--- src/rtl/pwl_bank_pkg.sv ---
// Purpose: shared command codes, bus width and sweep record for the PWL voice bank.
// Latency: n/a (types and constants only).
// Backpressure: n/a.
package pwl_bank_pkg;

  // Width of the command payload and readback buses.
  localparam int BUS_W  = 13;
  localparam int STEP_W = 8;

  typedef enum logic [2:0] {
    CMD_NOP       = 3'd0,
    CMD_SEL       = 3'd1,
    CMD_WR_PERIOD = 3'd2,
    CMD_WR_PHASE  = 3'd3,
    CMD_WR_SWEEP  = 3'd4,
    CMD_RD_PERIOD = 3'd5,
    CMD_RD_PHASE  = 3'd6,
    CMD_CLR_ALL   = 3'd7
  } cmd_e;

  // Per-channel sweep setting: dir=0 lengthens the period, dir=1 shortens it.
  typedef struct packed {
    logic              dir;
    logic [STEP_W-1:0] step;
  } sweep_t;

endpackage

--- src/rtl/pwl_chan_update.sv ---
// Purpose: next-state of one channel (counter reload, phase step, sweep saturation).
// Latency: purely combinational; the caller time-shares it across channels.
// Backpressure: none.
//
// Ports: period/counter/phase/sweep = current channel state;
//        nxt_period/nxt_counter/nxt_phase = state after one scheduler visit.
// A step of 0 disables sweep, so the bank ties sweep to 0 when PWL_SWEEP_EN
// is undefined and the period path folds away.
module pwl_chan_update
  import pwl_bank_pkg::*;
#(
  parameter int PERIOD_W = 13,
  parameter int PHASE_W  = 12
) (
  input  logic [PERIOD_W-1:0] period,
  input  logic [PERIOD_W-1:0] counter,
  input  logic [PHASE_W-1:0]  phase,
  input  sweep_t              sweep,
  output logic [PERIOD_W-1:0] nxt_period,
  output logic [PERIOD_W-1:0] nxt_counter,
  output logic [PHASE_W-1:0]  nxt_phase
);

  localparam int SUM_W = PERIOD_W + 1;

  logic [SUM_W-1:0]    sum;
  logic [PERIOD_W-1:0] step_ext;

  always_comb begin
    nxt_period  = period;
    nxt_counter = counter;
    nxt_phase   = phase;
    step_ext    = PERIOD_W'(sweep.step);
    sum         = SUM_W'(period) + SUM_W'(sweep.step);

    if (period == '0) begin
      // halted channel: nothing moves
    end else if (counter != '0) begin
      nxt_counter = counter - PERIOD_W'(1);
    end else begin
      nxt_counter = period;
      nxt_phase   = phase + PHASE_W'(1);
      // Sweep only acts on the all-ones -> 0 phase wrap; the reload above
      // still uses the old period, the new one applies from the next reload.
      if ((&phase) && (sweep.step != '0)) begin
        if (!sweep.dir) begin
          nxt_period = sum[PERIOD_W] ? '1 : sum[PERIOD_W-1:0];
        end else begin
          nxt_period = (period <= step_ext) ? PERIOD_W'(1) : (period - step_ext);
        end
      end
    end
  end

endmodule

--- src/rtl/pwl_voice_bank.sv ---
// Purpose: NUM_CH-channel phase generator, round-robin updated, command-programmed.
// Latency: sample 1 cycle after its scheduler slot; readback data 1 cycle after accept.
// Backpressure: cmd_ready drops during the readback cycle; sample stream cannot stall.
//
// Ports: clk, rst_n (async, active-low); cmd_valid/cmd/wdata/cmd_ready command
//        channel; data_ready/data_out readback; sample_valid/sample_ch/sample_phase
//        stream. Optional per-channel period sweep on phase wrap: PWL_SWEEP_EN.
module pwl_voice_bank
  import pwl_bank_pkg::*;
#(
  parameter  int NUM_CH   = 4,
  parameter  int PERIOD_W = 13,
  parameter  int PHASE_W  = 12,
  localparam int CH_W     = $clog2(NUM_CH)
) (
  input  logic               clk,
  input  logic               rst_n,
  input  logic               cmd_valid,
  input  logic [2:0]         cmd,
  input  logic [BUS_W-1:0]   wdata,
  output logic               cmd_ready,
  output logic               data_ready,
  output logic [BUS_W-1:0]   data_out,
  output logic               sample_valid,
  output logic [CH_W-1:0]    sample_ch,
  output logic [PHASE_W-1:0] sample_phase
);

  logic [CH_W-1:0]     cur_ch;
  logic [CH_W-1:0]     sch;
  // Set on the first edge after reset; the scheduler starts on the second.
  logic                run;

  logic [PERIOD_W-1:0] period_q  [NUM_CH];
  logic [PERIOD_W-1:0] counter_q [NUM_CH];
  logic [PHASE_W-1:0]  phase_q   [NUM_CH];
`ifdef PWL_SWEEP_EN
  sweep_t              sweep_q   [NUM_CH];
`endif

  cmd_e                cmd_c;
  logic                cmd_acc;
  logic                wr_ch;
  logic                is_clr;
  logic                drop_upd;
  logic                rd_acc;
  logic [BUS_W-1:0]    rd_dat;
  sweep_t              sch_sweep;
  logic [PERIOD_W-1:0] upd_period;
  logic [PERIOD_W-1:0] upd_counter;
  logic [PHASE_W-1:0]  upd_phase;
  logic [PHASE_W-1:0]  samp_phase_nxt;

  assign cmd_c     = cmd_e'(cmd);
  assign cmd_ready = run & ~data_ready;
  assign cmd_acc   = cmd_valid & cmd_ready;
  assign is_clr    = cmd_acc && (cmd_c == CMD_CLR_ALL);
  assign rd_acc    = cmd_acc && ((cmd_c == CMD_RD_PERIOD) || (cmd_c == CMD_RD_PHASE));

`ifdef PWL_SWEEP_EN
  assign wr_ch     = cmd_acc && ((cmd_c == CMD_WR_PERIOD) || (cmd_c == CMD_WR_PHASE) ||
                                 (cmd_c == CMD_WR_SWEEP));
  assign sch_sweep = sweep_q[sch];
`else
  assign wr_ch     = cmd_acc && ((cmd_c == CMD_WR_PERIOD) || (cmd_c == CMD_WR_PHASE));
  assign sch_sweep = '0;
`endif

  // A command touching the scheduled channel (or clearing everything) owns
  // that channel's state this cycle; the scheduled update is discarded.
  assign drop_upd = (wr_ch && (cur_ch == sch)) || is_clr;

  pwl_chan_update #(
    .PERIOD_W (PERIOD_W),
    .PHASE_W  (PHASE_W)
  ) u_chan_update (
    .period      (period_q[sch]),
    .counter     (counter_q[sch]),
    .phase       (phase_q[sch]),
    .sweep       (sch_sweep),
    .nxt_period  (upd_period),
    .nxt_counter (upd_counter),
    .nxt_phase   (upd_phase)
  );

  always_comb begin
    rd_dat = '0;
    if (cmd_c == CMD_RD_PERIOD) rd_dat = BUS_W'(period_q[cur_ch]);
    if (cmd_c == CMD_RD_PHASE)  rd_dat = BUS_W'(phase_q[cur_ch]);
  end

  // Phase of the scheduled channel as it will be after this edge.
  always_comb begin
    samp_phase_nxt = upd_phase;
    if (is_clr) begin
      samp_phase_nxt = '0;
    end else if (cmd_acc && (cmd_c == CMD_WR_PHASE) && (cur_ch == sch)) begin
      samp_phase_nxt = wdata[PHASE_W-1:0];
    end else if (drop_upd) begin
      samp_phase_nxt = phase_q[sch];
    end
  end

  always_ff @(posedge clk or negedge rst_n) begin
    if (!rst_n) begin
      for (int i = 0; i < NUM_CH; i++) begin
        period_q[i]  <= '0;
        counter_q[i] <= '0;
        phase_q[i]   <= '0;
`ifdef PWL_SWEEP_EN
        sweep_q[i]   <= '0;
`endif
      end
      cur_ch       <= '0;
      sch          <= '0;
      run          <= 1'b0;
      data_ready   <= 1'b0;
      data_out     <= '0;
      sample_valid <= 1'b0;
      sample_ch    <= '0;
      sample_phase <= '0;
    end else begin
      run        <= 1'b1;
      data_ready <= rd_acc;
      data_out   <= rd_acc ? rd_dat : '0;

      if (run) begin
        sch          <= sch + CH_W'(1);
        sample_valid <= 1'b1;
        sample_ch    <= sch;
        sample_phase <= samp_phase_nxt;
        if (!drop_upd) begin
          period_q[sch]  <= upd_period;
          counter_q[sch] <= upd_counter;
          phase_q[sch]   <= upd_phase;
        end
      end

      if (cmd_acc) begin
        case (cmd_c)
          CMD_SEL: cur_ch <= wdata[CH_W-1:0];
          CMD_WR_PERIOD: begin
            period_q[cur_ch]  <= wdata[PERIOD_W-1:0];
            counter_q[cur_ch] <= wdata[PERIOD_W-1:0];
          end
          CMD_WR_PHASE: phase_q[cur_ch] <= wdata[PHASE_W-1:0];
`ifdef PWL_SWEEP_EN
          CMD_WR_SWEEP: sweep_q[cur_ch] <= '{dir: wdata[12], step: wdata[STEP_W-1:0]};
`endif
          CMD_CLR_ALL: begin
            for (int i = 0; i < NUM_CH; i++) begin
              phase_q[i]   <= '0;
              counter_q[i] <= '0;
            end
          end
          default: ;
        endcase
      end
    end
  end

endmodule
--- config.mk ---
export PLATFORM = sky130hd
export DESIGN_NAME = pwl_voice_bank
export DESIGN_NICKNAME = d
export VERILOG_FILES = /design/src/rtl/pwl_bank_pkg.sv /design/src/rtl/pwl_chan_update.sv /design/src/rtl/pwl_voice_bank.sv
export SDC_FILE = /design/constraint.sdc
export NUM_CORES = 1
export LEC_CHECK = 0
export ABC_CLOCK_PERIOD_IN_PS = 6620
export CAP_MARGIN = 20
export CORE_MARGIN = 4
export CORE_UTILIZATION = 60
export CTS_CLUSTER_DIAMETER = 100
export DETAILED_ROUTE_END_ITERATION = 6
export PLACE_DENSITY = 0.79
export RECOVER_POWER = 100
export SLEW_MARGIN = 20
export SYNTH_ARGS = -nofsm -noshare
export SYNTH_HDL_FRONTEND = slang
export SYNTH_SLANG_ARGS = --single-unit
--- constraint.sdc ---
create_clock -name clk -period 6.62 [get_ports clk]
set_input_delay 1.986 -clock clk [delete_from_list [all_inputs] [get_ports clk]]
set_output_delay 1.986 -clock clk [all_outputs]
set_load 0.02 [all_outputs]
==> out/metrics.csv <==
stage,metric,value,unit
global_routing,vias in the first global route,10100,
outcome,status,finished with violations,
yosys,Seq cells post-synth,186,
finish,fin cells,1399,
finish,Final #Nets,1177,
cts,clk root buf,clkbuf_16,
cts,cts hold-fix bufs,0,
cts,Post-CTS Setup Bufs,0,
placement,Inst Count DP,1366,
sta,total negative slack,0,ns
cts,Clock Latency Late Sink,0.44,ns
cts,clock sinks,186,
cts,PostCTS Resize Cnt,0,
global_routing,total gr overflow,0,
yosys,most frequent cell after synthesis,dfrtp_1,
worst_setup_path,worst path arrival time,5.98,ns
global_routing,gr usage total,34.6,%
worst_setup_path,Setup CP Type,in -> reg,
routing,DR vias,10200,
worst_setup_path,crit-path max FO,38,
routing,final WL,36700,um
finish,fillers,1411,
yosys,top_reg_cell synth,dfrtp_1,
cts,"CTS clk-pin slew, worst paths",0.07,ns
sta,minimum clock period,5.68,ns
sta,Slew Limit Fails,175,
worst_setup_path,WP data required,6.92,ns
routing,TritonRoute pass-1 iters,7,
outcome,failing checks,"DRC, capacitance limit, slew limit",
global_routing,initial antenna violation count,0,
sta,Rel. slew slack,-71.0,%
sta,worst slew pin tran,2.57,ns
power,VDD IR max,0.232,mV
yosys,Cells after Synth,1158,
finish,share of layout cells above drive strength 1,10.7,%
placement,post-DP HPWL,23800,um
floorplanning,Std-Cell Core Area,18600,um^2
yosys,Post-synth EDFFs,0,
floorplanning,die width,146,um
placement,PortBufs,48,
yosys,sequential share of the synthesized area,41.0,%
yosys,"top cells by area, synth","dfrtp_1, mux4_2, mux2i_1",
sta,worst hold margin,0.471,ns
sta,Setup WS post-layout,0.945,ns
yosys,Synth area leader,dfrtp_1,
routing,drt initial violations,1594,
sta,Max Clock Freq,176,MHz
yosys,number of library cell types mapped by synthesis,72,
cts,CTS tree,done,
sta,Fin. Hold Viols,0,
sta,endpoints failing setup,0,
yosys,synth cell count leaders,"dfrtp_1, nand2_1, nor2_1",
global_routing,global-route wire length before repair,57200,um
floorplanning,Die H,146,um
floorplanning,Site Rows,50,
power,P per Cell Area,492,nW/um^2
floorplanning,initial core utilization,60.9,%
floorplanning,die area,21200,um^2
power,P_leak,5.13,nW
sta,part of the cycle the worst path needs,85.7,%
worst_setup_path,CP startpoint kind,input pin,
floorplanning,# IOs,49,
yosys,Yosys warnings,0,
worst_setup_path,Worst setup EP type,register,
routing,detailed-route wire length per cell,26.2,um
sta,RSZ-0062 raised after global routing,false,
yosys,Syn Area/Cell,9.80,um^2
finish,synthesis-to-finish area growth,9.79,%
cts,CTS buffer count,17,
placement,DP Worst Slack,1.58,ns
routing,DR vias/cell,7.32,
cts,CTS max path bufs,2,
placement,gpl congestion,0.955,
sta,Clock Skews,0.0134,ns
routing,# DRC,2,
global_routing,largest net degree at the start of global routing,103,
run,max cap viols,3,
routing,remaining antenna violation count,0,
hold_path,Worst Hold Class,reg -> reg,
finish,n_diodes,0,
cts,H-tree lvl count,4,
yosys,"Cell Area, Synth",11400,um^2
yosys,asr flop ratio synth,100,%
yosys,share of Yosys cell area claimed by the top area cell type,41.0,%
yosys,syn nets,1183,
==> power by group <==
group	internal, W	total [W]	switching (W)
clock	0.000599	0.00107	0.000476
sequential	0.00160	0.00202	0.000416
combinational	0.00125	0.00304	0.00179
==> cell families (layout without fill, tap and decap cells) <==
group / Yosys count / after routing / synth area share (%)
other cells: 1 / 1 / 0.0330
fa+ha+maj: 6 / 6 / 0.661
simple gates: 357 / 357 / 14.4
mux: 150 / 150 / 20.6
flops: 186 / 186 / 41.0
compound gates: 312 / 312 / 17.2
buf+inv: 131 / 138 / 4.78
xor+xnor: 15 / 15 / 1.29
==> through the flow <==
step           total power (W)  utilization [%]  cell area (um^2)
2_1_floorplan          0.00412                -             11400
3_3_place_gp           0.00486             63.8             11900
4_1_cts                0.00606             67.0             12500
3_5_place_dp           0.00497             63.8             11900
6_report               0.00613             66.8             12500
5_1_grt                0.00644             66.8             12500
==> layout make-up <==
| cell class | instances | area (um^2) | share of cell area [%] |
|---|---|---|---|
| Tap cell | 234 | 293 | 2.35 |
| Timing Repair Buffer | 69 | 623 | 5.00 |
| Clock buffer | 19 | 433 | 3.47 |
| Clock inverter | 13 | 164 | 1.32 |
| Multi-Input combinational cell | 841 | 6150 | 49.4 |
| Inverter | 37 | 139 | 1.11 |
| Sequential cell | 186 | 4660 | 37.4 |
==> final timing paths <==
kind | start | endpoint | slack [ns] | cells after the start
setup / recovery | cmd[0] | phase_q[20]$_DFF_PN0_ | 0.94 | 7
hold / removal | sample_valid$_DFFE_PN0P_ | sample_valid$_DFFE_PN0P_ | 0.47 | 1
setup reg to reg | sch[0]$_DFFE_PN0P_ | phase_q[1]$_DFF_PN0_ | 1.43 | 8
hold reg to reg | sample_valid$_DFFE_PN0P_ | sample_valid$_DFFE_PN0P_ | 0.47 | 1
max in group asynchronous | rst_n | counter_q[4]$_DFF_PN0_ | 2.00 | 2
min in group asynchronous | rst_n | phase_q[31]$_DFF_PN0_ | 2.33 | 1
==> routing by layer <==
| metal | wire [um] | track usage [%] | share of wire, % |
|---|---|---|---|
| met5 | 26 | 1.59 | 0.071 |
| met4 | 1700 | 16.2 | 4.6 |
| met3 | 4790 | 10.4 | 13 |
| met2 | 16300 | 51.2 | 45 |
| met1 | 13900 | 47.2 | 38 |
==> worst max-delay path, stage by stage <==
cell,delay [ns]
clkdlybuf4s50_1,0.46
clkbuf_1,0.93
nand4b_1,0.33
o21a_1,0.35
and3_1,0.98
o311ai_0,0.78
a21oi_1,0.13
==> registers in the layout, summed over array words and instances, names as in the netlist, 2 cells and up <==
name and count:
sample_phase 12, counter_q 52, period_q 52, sample_ch 2, data_out 13, sch 2, phase_q 48, cur_ch 2
==> cell usage in the layout, fill, tap and decap left out, types with 8 or more instances in the layout <==
cell	n
inv_1	37
dfrtp_1	185
nor4_1	10
o22ai_1	16
clkdlybuf4s50_1	17
o21ai_0	110
nand3_1	30
o31ai_1	29
o211ai_1	9
nand2_1	129
mux4_2	55
mux2i_1	78
xor2_1	9
and3_1	12
dlygate4sd3_1	30
a21o_1	9
a22oi_1	9
mux4_1	8
a31oi_1	9
buf_4	18
clkbuf_16	17
nor2_1	110
a21oi_1	59
nor3_1	19
Note: power is estimated with default switching activity, not from simulation.
